**src/rtl/axi4s_pkg.sv**
```systemverilog
// axi4s_pkg: helpers shared by the AXI4-Stream blocks
package axi4s_pkg;
    function automatic int keep_width(int data_width);
        return data_width / 8;
    endfunction
endpackage

```
**src/rtl/axi4s_elastic_buffer.sv**
```systemverilog
// axi4s_elastic_buffer: AXI4-Stream circular FIFO with registered handshakes
// and optional store-and-forward gating of whole packets
module axi4s_elastic_buffer
    import axi4s_pkg::*;
#(
    parameter int DATA_WIDTH   = 64,
    parameter int USER_WIDTH   = 1,
    parameter int DEPTH        = 4,
    parameter int PACKET_MODE  = 0,
    parameter int AFULL_THRESH = DEPTH - 1
) (
    input  logic                       clk_i,
    input  logic                       rst_ni,
    input  logic [DATA_WIDTH-1:0]      m_tdata_i,
    input  logic [DATA_WIDTH/8-1:0]    m_tkeep_i,
    input  logic [USER_WIDTH-1:0]      m_tuser_i,
    input  logic                       m_tlast_i,
    input  logic                       m_tvalid_i,
    output logic                       m_tready_o,
    output logic [DATA_WIDTH-1:0]      s_tdata_o,
    output logic [DATA_WIDTH/8-1:0]    s_tkeep_o,
    output logic [USER_WIDTH-1:0]      s_tuser_o,
    output logic                       s_tlast_o,
    output logic                       s_tvalid_o,
    input  logic                       s_tready_i,
    output logic [$clog2(DEPTH):0]     level_o,
    output logic                       almost_full_o
);
    localparam int KW = keep_width(DATA_WIDTH);
    localparam int AW = $clog2(DEPTH);
    localparam int LW = AW + 1;

    typedef struct packed {
        logic [DATA_WIDTH-1:0] data;
        logic [KW-1:0]         keep;
        logic [USER_WIDTH-1:0] user;
        logic                  last;
    } beat_t;

    beat_t         mem [DEPTH];
    beat_t         head;
    logic [AW-1:0] wr_ptr, rd_ptr;
    logic [LW-1:0] level, level_n, pkt, pkt_n;
    logic          open_q, open_n, push, pop;

    assign push    = m_tvalid_i && m_tready_o;
    assign pop     = s_tvalid_o && s_tready_i;
    assign head    = mem[rd_ptr];
    assign {s_tdata_o, s_tkeep_o, s_tuser_o, s_tlast_o} = head;
    assign level_o = level;

    // open_q holds the gate open after a full-without-tlast escape until that packet's tlast leaves
    always_comb begin
        level_n = level + LW'(push) - LW'(pop);
        pkt_n   = pkt + LW'(push && m_tlast_i) - LW'(pop && head.last);
        open_n  = (pop && head.last) ? 1'b0 : (open_q || level == LW'(DEPTH));
    end

    always_ff @(posedge clk_i or negedge rst_ni) begin
        if (!rst_ni) begin
            wr_ptr        <= '0;
            rd_ptr        <= '0;
            level         <= '0;
            pkt           <= '0;
            open_q        <= 1'b0;
            m_tready_o    <= 1'b0;
            s_tvalid_o    <= 1'b0;
            almost_full_o <= 1'b0;
        end else begin
            wr_ptr        <= wr_ptr + AW'(push);
            rd_ptr        <= rd_ptr + AW'(pop);
            level         <= level_n;
            pkt           <= pkt_n;
            open_q        <= open_n;
            m_tready_o    <= level_n < LW'(DEPTH);
            almost_full_o <= int'(level_n) >= AFULL_THRESH;
            s_tvalid_o    <= (level_n != '0) &&
                             (PACKET_MODE == 0 || pkt_n != '0 || level_n == LW'(DEPTH) || open_n);
        end
    end

    always_ff @(posedge clk_i) begin
        if (push) mem[wr_ptr] <= {m_tdata_i, m_tkeep_i, m_tuser_i, m_tlast_i};
    end
endmodule

```
**config.mk**
```make
export PLATFORM = sky130hd
export DESIGN_NAME = axi4s_elastic_buffer
export DESIGN_NICKNAME = d
export VERILOG_FILES = /design/src/rtl/axi4s_pkg.sv /design/src/rtl/axi4s_elastic_buffer.sv
export SDC_FILE = /design/constraint.sdc
export NUM_CORES = 1
export LEC_CHECK = 0
export CAP_MARGIN = 20
export CORE_MARGIN = 1
export CORE_UTILIZATION = 35
export DETAILED_ROUTE_END_ITERATION = 7
export PLACE_DENSITY = 0.67
export SLEW_MARGIN = 30
export SYNTH_ARGS = -nofsm -noshare
export SYNTH_HDL_FRONTEND = slang
export SYNTH_SLANG_ARGS = --single-unit
export TNS_END_PERCENT = 5
```
**constraint.sdc**
```tcl
create_clock -name clk_i -period 8.6 [get_ports clk_i]
set_clock_uncertainty 0.15 [all_clocks]
set_input_delay 1.72 -clock clk_i [delete_from_list [all_inputs] [get_ports clk_i]]
set_output_delay 1.72 -clock clk_i [all_outputs]
set_load 0.01 [all_outputs]
```
Word-level counts from Yosys, hierarchy flattened
Memory sizes are Yosys's and may differ from the RTL's.
Index checks and enable logic that the tools add are counted.
{"block": "classes", "n_addsub": 4, "magnitude_cmp": 2, "mux": 2, "n_reduce_logical": 3}
{"operator": "2-bit by 1-bit adder with 2-bit output", "count": 2}
{"operator": "3-bit by 1-bit adder with 3-bit output", "count": 1}
{"operator": "3-bit by 2-bit greater-or-equal comparator with 1-bit output (second input constant)", "count": 1}
{"operator": "3-bit < comparator (second input constant)", "count": 1}
{"operator": "3-bit nonzero test", "count": 1}
{"operator": "3-bit by 1-bit subtractor with 3-bit output", "count": 1}
{"operator": "1-bit logical AND", "count": 2}
{"operator": "1-bit two-way mux", "count": 2}
{"block": "totals", "register_bits": 10, "ramBits": 296, "in_bits": 78, "wordCells": 18, "n_memories": 1}
{"name": "mem", "depth": 4, "width": 74, "read_ports": 1, "rd_ports_with_merged_regs": 0, "write_ports": 1, "line": "axi4s_elastic_buffer.sv:40", "rtl": "beat_t mem [DEPTH];"}

Longest topological paths before layout
Gate-level depths: netlist (run 1).
{"block": "logic_depth", "ltp_word": 4, "mapped_depth": 6, "depth_no_buf": 6}

Worst setup path before layout (run 1)
Ideal clock, no wire load.
{"block": "synth_path", "path_type": "input to register", "startpoint": "input m_tvalid_i", "endpoint": "memory mem[1][0] (netlist bit), enable pin", "arrival_ns": 7.306, "slack_ns": 0.532, "cell_stages": 2, "n_path_buf": 0, "cell_sequence": "nand2_1 > nor3b_1"}
{"block": "synth_between", "elab_chain_cells": 3}
{"item": "from (decl)", "line": "axi4s_elastic_buffer.sv:18", "rtl": "input logic m_tvalid_i,"}
{"item": "1-bit logical AND", "line": "axi4s_elastic_buffer.sv:46", "rtl": "assign push = m_tvalid_i && m_tready_o;"}
{"item": "1-bit two-way mux", "line": "axi4s_elastic_buffer.sv:83", "rtl": "if (push) mem[wr_ptr] <= {m_tdata_i, m_tkeep_i, m_tuser_i, m_tlast_i};"}
{"item": "1-bit two-way mux (not written as such)", "line": "axi4s_elastic_buffer.sv:83"}
{"item": "to (decl)", "line": "axi4s_elastic_buffer.sv:40"}
Every way passes these cells.

Worst setup path after layout (run 1)
{"block": "layout_path", "startpoint": "register rd_ptr[0]", "endpoint": "output s_tdata_o[27]"}
{"block": "layout_between", "elab_chain_cells": 1}
{"item": "from (decl)", "line": "axi4s_elastic_buffer.sv:42", "rtl": "logic [AW-1:0] wr_ptr, rd_ptr;"}
{"item": "from (signal assigned)", "line": "axi4s_elastic_buffer.sv:71", "rtl": "rd_ptr <= rd_ptr + AW'(pop);"}
{"item": "memory read 4 x 74 bit"}
{"item": "to (decl)", "line": "axi4s_elastic_buffer.sv:20", "rtl": "output logic [DATA_WIDTH-1:0] s_tdata_o,"}
Every way passes these cells.

==> flow_metrics.tcl, run 1 <==
set metrics [dict create \
    fillers 2572 \
    fin_crit_sh_pct 59.5 \
    syn_nets 501 \
    clock_latency_ps 540 \
    die_x_microns 181 \
    rsz0062_at_grt "false" \
    antenna_cells 0 \
    worst_pin_slew_ps 888 \
    grt_overflow_total 0 \
    htreeDepth 1 \
    grt_pass1_wl_microns 32400 \
    rows 64 \
    p_per_area_nw_per_um2 327 \
    dp_cells 963 \
    fp.dieH_microns 181 \
    ant_nets 0 \
    drive_gt1_share_pct 20.3 \
    setup_tns_ps 0 \
    slowest_delay_ps 860 \
    finalSetupViolations 0 \
    vdd_ir_drop_max_mv 0.237 \
    period_needed_ps 5120 \
    critPathMaxFanout 35 \
    slew_violations 0 \
    postCtsHoldBufs 0 \
    placed_cell_area_sq_um 13200 \
    drt-vias-per-instance 4.88 \
    synthArstFlopShare_pct 3.27 \
    place.gp.congestion 0.665 \
    synthFlopType "edfxtp_1" \
    ctsResizeCount 0 \
    start_util_pct 36.0 \
    synth_enable_flop_cells 296 \
    critPathKind "flop to primary output" \
    cts_sinks 306 \
    cp_top_family "buffers and inverters" \
    outcome "finished clean" \
    cts_buffers 30 \
    end_kind "primary output" \
    grt_pass1_vias 5570 \
    totalPowerFinal_mw 4.60 \
    r2r_start "wr_ptr[1]$_DFF_PN0_" \
    cts_setup_buffers 0 \
    relSlewSlack_pct 40.8 \
    clk_pin_slew_ps 60 \
    worstPathRequired_ps 6730 \
    fin_util_pct 45.4 \
    ys_ff_latch 306 \
    hold_slack_ps 446 \
    path_buf_inv 3 \
    die_area_sq_um 32600 \
    drtIter0Drc 255 \
    critPathLaunchType "flop" \
    hold_viol 0 \
    hpwl_microns 12100 \
    critical_path.startpoint "rd_ptr[0]$_DFF_PN0_" \
    antenna_found_initial 0 \
    hp-start "level_o[0]$_DFF_PN0_" \
    synth_cells 420 \
    finalNonFillerCells 1013 \
    final_nets 681 \
    place.port_buffers 157 \
    fin_area_sq_um 14100 \
    hp-class "flop to flop" \
    timing.final.ws_setup_ps 3480 \
    ys_types 20 \
    cp.arrival_ps 3250 \
    cp_cell_sequence "buf_4, buf_16, mux4_2, clkdlybuf4s50_1" \
    preCtsSetupSlack_ps 3750 \
    synthesis.area_sq_um 11200 \
    wl_microns 20800 \
    syn_avg_cell_area_sq_um 26.6 \
    routedWlPerCell_microns 20.5 \
    coreArea_sq_um 31000 \
    yosysSeqAreaShare_pct 81.9 \
    cts_tree "yes" \
    grt_max_degree 75 \
    cts-root-buf "clkbuf_16" \
    io_pins 158 \
    area_growth_pct 26.0 \
    firstDrtPassIters 4 \
    slowest_stage "dfrtp_4" \
    vias 4944 \
    cap_viol_max_count 0 \
    grtUsageTotal_pct 13.0 \
    synth_warnings 0 \
    clockBufferDepth 3 \
    drc_errors 0 \
    fmaxAchievable_mhz 195 \
    leakage_nw 4.48 \
]
-- layer usage --
layer  up-vias  GRT usage [%]  share of wire, %
met4         0           3.32               1.7
li1       2163              -                 -
met1      2607           16.8                42
met3        26           2.81               5.5
met5         -              0                 0
met2       148           22.2                50
-- where the power goes --
part	switching [mW]	internal [mW]
sequential	0.144	1.88
combinational	0.581	0.810
clock	0.503	0.682
-- kinds of logic (layout without fill, tap and decap cells) --
logic type | after synthesis | in the layout | share of synthesized area (%)
buf+inv | 20 | 217 | 1.64
fa+ha+maj | 3 | 3 | 0.404
simple gates | 12 | 12 | 0.550
flops | 306 | 306 | 81.9
mux | 74 | 74 | 14.9
xor+xnor | 5 | 5 | 0.527
-- final timing paths --
kind | cells after the start | slack [ps] | end
worst max-delay path | 4 | 3480 | s_tdata_o[27]
worst min-delay path | 1 | 450 | level_o[0]$_DFF_PN0_
worst max register to register | 2 | 6280 | mem[3][30]$_DFFE_PP_
worst min register to register | 1 | 450 | level_o[0]$_DFF_PN0_
max in group asynchronous | 1 | 6610 | rd_ptr[1]$_DFF_PN0_
min in group asynchronous | 1 | 1340 | level_o[0]$_DFF_PN0_
-- worst register-to-register path, cell delays in order, from the launching register on --
cell and delay [ps]:
dfrtp_1 470, and4_4 580, buf_4 710
-- synthesized netlist by cell type, types with 2 or more instances --
cell	n	area, sq um
buf_12	5	100
buf_2	6	30.0
buf_4	3	22.5
clkbuf_1	2	7.51
dfrtp_1	10	250
edfxtp_1	296	8890
ha_1	2	25.0
inv_1	3	11.3
mux4_2	74	1670
nand2_1	5	18.8
nand3_1	2	10.0
nor3b_1	2	15.0
xnor2_1	2	17.5
xor2_1	2	17.5
-- cells in the final DEF, fill, tap and decap left out, types with 3 or more instances in the layout --
cell,n
edfxtp_1,296
clkdlybuf4s50_1,157
mux4_2,74
clkbuf_16,31
clkbuf_1,11
dfrtp_1,8
nand2_1,5
clkinv_2,5
buf_4,4
inv_1,3
-- flip-flops by register name (all words and copies together), names as in the netlist --
signal / cells
mem: 296
rd_ptr: 2
level_o: 3
m_tready_o: 1
wr_ptr: 2
s_tvalid_o: 1
almost_full_o: 1
-- area by class of cell --
type / instances / area [sq um] / area share [%]
sequential: 306 / 9150 / 65.1
multi-input combinational: 94 / 1850 / 13.2
timing repair buffer: 165 / 1680 / 11.9
clock buffer: 42 / 817 / 5.81
tap: 396 / 495 / 3.52
clock inverter: 7 / 58.8 / 0.418
inverter: 3 / 11.3 / 0.0801
(Power assumes the default switching activity.)
==> inputs of run 2 (changes only) <==
Clock period 8.6 ns to 4.94 ns, I/O delays scaled along.
==> run 2 against run 1 <==
Worst hold slack better by 10 ps; die area stayed put; routed wire length is 0.78% higher; register-to-register slack worse by 3500 ps; global-route usage is 0.15 points higher; clock-buffer cell count is 4 higher; via count is 0.95% higher; largest power group unchanged; highest routed layer unchanged.
==> flow_metrics.tcl, run 2 (same netlist as run 1, synthesis figures left out) <==
set metrics [dict create \
    outcome "finished clean" \
    routedWlPerCell_microns 20.4 \
    hpwl_microns 12900 \
    vdd_ir_drop_max_mv 0.470 \
    critPathMaxFanout 26 \
    start_util_pct 36.0 \
    slowest_stage "dfrtp_4" \
    p_per_area_nw_per_um2 569 \
    die_area_sq_um 32600 \
    worst_pin_slew_ps 679 \
    hold_viol 0 \
    final_nets 687 \
    die_x_microns 181 \
    fin_crit_sh_pct 80.0 \
    slowest_delay_ps 780 \
    fillers 2538 \
    timing.final.ws_setup_ps 988 \
    drt-vias-per-instance 4.87 \
    layout_commonest_cell "edfxtp_1" \
    ctsResizeCount 0 \
    totalPowerFinal_mw 8.04 \
    drive_gt1_share_pct 21.0 \
    cap_viol_max_count 0 \
    largest_reg_flops 296 \
    period_needed_ps 3950 \
    end_kind "primary output" \
    preCtsSetupSlack_ps 1470 \
    worstPathRequired_ps 3800 \
    final_cell_mix "edfxtp_1, clkdlybuf4s50_1, mux4_2" \
    leakage_nw 4.51 \
    critPathKind "flop to primary output" \
    cts_buffers 31 \
    drc_errors 0 \
    slew_violations 0 \
    io_pins 158 \
    postCtsHoldBufs 0 \
    rsz0062_at_grt "false" \
    ant_nets 0 \
    clock_latency_ps 540 \
    cp.arrival_ps 2810 \
    seqCellArea_sq_um 9150 \
    grt_pass1_wl_microns 32800 \
    hp-class "flop to flop" \
    relSlewSlack_pct 54.7 \
    fmaxAchievable_mhz 253 \
    multi_input_area_sq_um 1860 \
    vias 4991 \
    fp.dieH_microns 181 \
    htreeDepth 1 \
    place.gp.congestion 0.664 \
    finalNonFillerCells 1025 \
    r2r_start "wr_ptr[1]$_DFF_PN0_" \
    antenna_found_initial 0 \
    grt_max_degree 59 \
    grt_overflow_total 0 \
    critPathLaunchType "flop" \
    cts-root-buf "clkbuf_16" \
    coreArea_sq_um 31000 \
    critical_path.startpoint "rd_ptr[0]$_DFF_PN0_" \
    place.port_buffers 157 \
    clockBufferDepth 3 \
    cp_cell_sequence "buf_4, mux4_2, clkdlybuf4s50_1" \
    antenna_cells 0 \
    grt_pass1_vias 5733 \
    fin_util_pct 45.6 \
    hp-start "wr_ptr[1]$_DFF_PN0_" \
    area_growth_pct 26.7 \
    drtIter0Drc 298 \
    wl_microns 20900 \
    dp_cells 968 \
    grtUsageTotal_pct 13.1 \
    cts_setup_buffers 0 \
    top_register "mem" \
    cts_sinks 306 \
    finalSetupViolations 0 \
    cts_tree "yes" \
    rows 64 \
    clk_pin_slew_ps 60 \
    firstDrtPassIters 4 \
]
## run 2: cell count changes in the layout (fill, tap and decap cells not counted), moves of 2 or more
cell | before | now
buf_16 | 2 | 0
clkbuf_1 | 11 | 14
buf_6 | 2 | 0
clkinv_4 | 0 | 2
clkinv_1 | 1 | 3
buf_4 | 4 | 9
buf_12 | 0 | 4
## run 2: where the power goes
part / internal, mW / switching, mW / total, mW
registers: 3.28 / 0.196 / 3.47
clock network: 1.17 / 0.889 / 2.06
logic: 1.43 / 1.09 / 2.51
## run 2: metal layers
layer  vias up  track usage (%)  share of wire (%)  wire, microns
met2       149             23.3                 51          10700
met3        32             2.97                5.5           1150
li1       2179                -                  -              -
met5         -                0                  0              0
met1      2631             16.2                 41           8600
met4         0             3.52                2.1            448
## run 2: layout make-up
type	instances	share of cell area, %
clock buffer	46	5.96
clock inverter	10	0.399
inverter	3	0.0797
multi-input combinational	94	13.1
sequential	306	64.7
tap	396	3.51
timing repair buffer	170	12.2
## run 2: path summary, 6_finish.rpt
check / endpoint / cells after the start / slack (ps)
worst max-delay path: s_tdata_o[27] / 3 / 990
worst min-delay path: wr_ptr[1]$_DFF_PN0_ / 1 / 460
worst max register to register: mem[3][61]$_DFFE_PP_ / 3 / 2810
worst min register to register: wr_ptr[1]$_DFF_PN0_ / 1 / 460
max in group asynchronous: rd_ptr[0]$_DFF_PN0_ / 1 / 3660
min in group asynchronous: level_o[2]$_DFF_PN0_ / 1 / 620
## run 2: metrics by stage
stage          TNS (ps)  hold slack (ps)  cell area [sq um]
6_report              0              456              14100
5_1_grt               0              482              14100
4_1_cts               0              453              14100
3_5_place_dp          0              444              13200
3_3_place_gp          0              398              13200
2_1_floorplan   -322390              355              11200
## run 2: critical path: cells and delay by family, from the launching register on
family | cells | cell delay, ps
muxes | 1 | 570
DFF | 1 | 780
buffers and inverters | 2 | 890
==> inputs of run 3 (changes only) <==
Settings changed: PLACE_DENSITY 0.67 to 0.69.
Clock period 4.94 ns to 3.4 ns, I/O delays scaled along.
==> run 3 against run 2 <==
Global-route usage fell by 0.29 points; clock-buffer cell count down 5; final cell count decreased by 0.20%; clock power rose by 49%; utilization grew 0.38 points; combinational power grew 50%; critical path depth unchanged; non-clock buffer count is 3 lower; sequential power rose by 44%; via count shrank 1.2%; die area stayed put.
==> flow_metrics.tcl, run 3 (same netlist as run 1, synthesis figures left out) <==
set metrics [dict create \
    die_area_sq_um 32600 \
    fillers 2517 \
    grt_max_degree 75 \
    leakage_nw 4.62 \
    grt_pass1_vias 5652 \
    wl_microns 20700 \
    critical_path.startpoint "rd_ptr[0]$_DFF_PN0_" \
    grt_pass1_wl_microns 32200 \
    swShare_pct 27.0 \
    pwr-share-clk_pct 25.9 \
    clk_pin_slew_ps 60 \
    clockBufferDepth 3 \
    die_x_microns 181 \
    area_growth_pct 27.7 \
    fin_area_sq_um 14200 \
    outcome "finished clean" \
    vdd_ir_drop_max_mv 0.555 \
    rsz0062_at_grt "false" \
    placed_cell_area_sq_um 13300 \
    slew_violations 0 \
    relSlewSlack_pct 60.8 \
    fin_util_pct 46.0 \
    met1_length_microns 8350 \
    hold_viol 0 \
    grtUsageTotal_pct 12.9 \
    hp-class "input pin to async pin" \
    preCtsSetupSlack_ps 427 \
    cp_cell_sequence "buf_16, mux4_2, clkdlybuf4s50_1" \
    firstDrtPassIters 4 \
    met3_length_microns 1100 \
    clock_latency_ps 540 \
    final_cell_mix "edfxtp_1, clkdlybuf4s50_1, mux4_2" \
    place.gp.congestion 0.739 \
    grt_overflow_total 0 \
    p_int_mw 8.64 \
    p_sw_mw 3.19 \
    critPathMaxFanout 31 \
    rr_endpoint "almost_full_o$_DFF_PN0_" \
    drive_gt1_share_pct 21.1 \
    cp.arrival_ps 2460 \
    vias 4930 \
    top_register "mem" \
    final_nets 684 \
    start_util_pct 36.0 \
    antenna_found_initial 1 \
    end_kind "primary output" \
    fin_crit_sh_pct 96.6 \
    reg2reg_slack_ps 1240 \
    r2r_start "m_tready_o$_DFF_PN0_" \
    reg2reg_depth 6 \
    largest_reg_flops 296 \
    crit_path_end "s_tkeep_o[3]" \
    worst_pin_slew_ps 587 \
    timing.final.ws_setup_ps 114 \
    layout_commonest_cell "edfxtp_1" \
    ant_nets 0 \
    slowest_stage "mux4_2" \
    power_frac_comb_pct 31.8 \
    period_needed_ps 3290 \
    critPathLaunchType "flop" \
    finalSetupViolations 0 \
    drt-vias-per-instance 4.82 \
    htreeDepth 1 \
    seqPwrFrac_pct 42.3 \
    fmaxAchievable_mhz 304 \
    cts_tree "yes" \
    cts_buffers 31 \
    fp.dieH_microns 181 \
    place.port_buffers 157 \
    drc_errors 0 \
    worstPathRequired_ps 2570 \
    coreArea_sq_um 31000 \
    top_layer "met4" \
    rows 64 \
    p_per_area_nw_per_um2 830 \
    postCtsHoldBufs 0 \
    route.met2.wl_microns 10900 \
    critPathKind "flop to primary output" \
    drtIter0Drc 322 \
    io_pins 158 \
    routedWlPerCell_microns 20.3 \
    slowest_delay_ps 570 \
    cts-root-buf "clkbuf_16" \
    hpwl_microns 12200 \
    antenna_cells 0 \
    cap_viol_max_count 0 \
    cts_sinks 306 \
]
-- run 3: cell types whose count changed in the layout (fill, tap and decap cells not counted), sizes merged, moves of 3 or more --
cell           delta
buf               -3
clkbuf            -5
clkdlybuf4s50     -9
clkinv            +3
dlymetal6s2s      +9
-- run 3: area by class of cell --
type / count / area, sq um / share of cell area, %
Sequential cell: 306 / 9150 / 64.2
Tap cell: 396 / 495 / 3.48
Clock inverter: 16 / 111 / 0.782
Clock buffer: 41 / 813 / 5.71
Timing Repair Buffer: 167 / 1800 / 12.6
Inverter: 3 / 11.3 / 0.0791
Multi-Input combinational cell: 94 / 1870 / 13.1
-- run 3: worst max-delay path, delay by kind of cell, from the launching register on --
family,cells,cell delay (ps)
buf+inv,2,770
mux,1,570
flops,1,540
-- run 3: power groups by stage --
| stage | sequential (mW) | clock, mW | combinational [mW] |
|---|---|---|---|
| finish | 5.00 | 3.07 | 3.76 |
| global placement | 5.09 | 0 | 3.74 |
| global route | 5.06 | 3.30 | 4.02 |
| detailed placement | 5.13 | 0 | 3.78 |
| floorplan | 4.98 | 0 | 2.19 |
| CTS | 5.02 | 3.16 | 3.87 |
-- run 3: repair_timing --
action	4_1_cts	5_1_grt
endpoints found under the setup margin	41	11
setup buffers	1	0
gates resized for setup	0	10
pin swaps	0	0
-- run 3: layer usage --
| metal | vias to the layer above | track usage [%] |
|---|---|---|
| met4 | 0 | 3.45 |
| li1 | 2177 | - |
| met5 | - | 0 |
| met1 | 2587 | 15.6 |
| met2 | 130 | 23.0 |
| met3 | 36 | 2.91 |
-- run 3: worst min path at each step --
| stage | from | to | slack, ps | depth (start not counted) |
|---|---|---|---|---|
| after detailed placement | level_o[0]$_DFF_PN0_ | level_o[0]$_DFF_PN0_ | 430 | 1 |
| after global routing | rst_ni | level_o[0]$_DFF_PN0_ | 320 | 1 |
| final | rst_ni | level_o[0]$_DFF_PN0_ | 300 | 1 |
| after CTS | rst_ni | level_o[0]$_DFF_PN0_ | 290 | 1 |
| after floorplan | rst_ni | almost_full_o$_DFF_PN0_ | 230 | 0 |
| after global placement | level_o[0]$_DFF_PN0_ | level_o[0]$_DFF_PN0_ | 410 | 1 |
-- run 3: per-stage QoR --
step / power, mW / hold slack [ps] / instances / TNS [ps]
2_1_floorplan: 7.17 / 234 / 420 / -146710
3_3_place_gp: 8.83 / 412 / 965 / 0
3_5_place_dp: 8.91 / 431 / 965 / 0
4_1_cts: 12.1 / 291 / 1023 / 0
5_1_grt: 12.4 / 316 / 1023 / 0
6_report: 11.8 / 299 / 1023 / 0
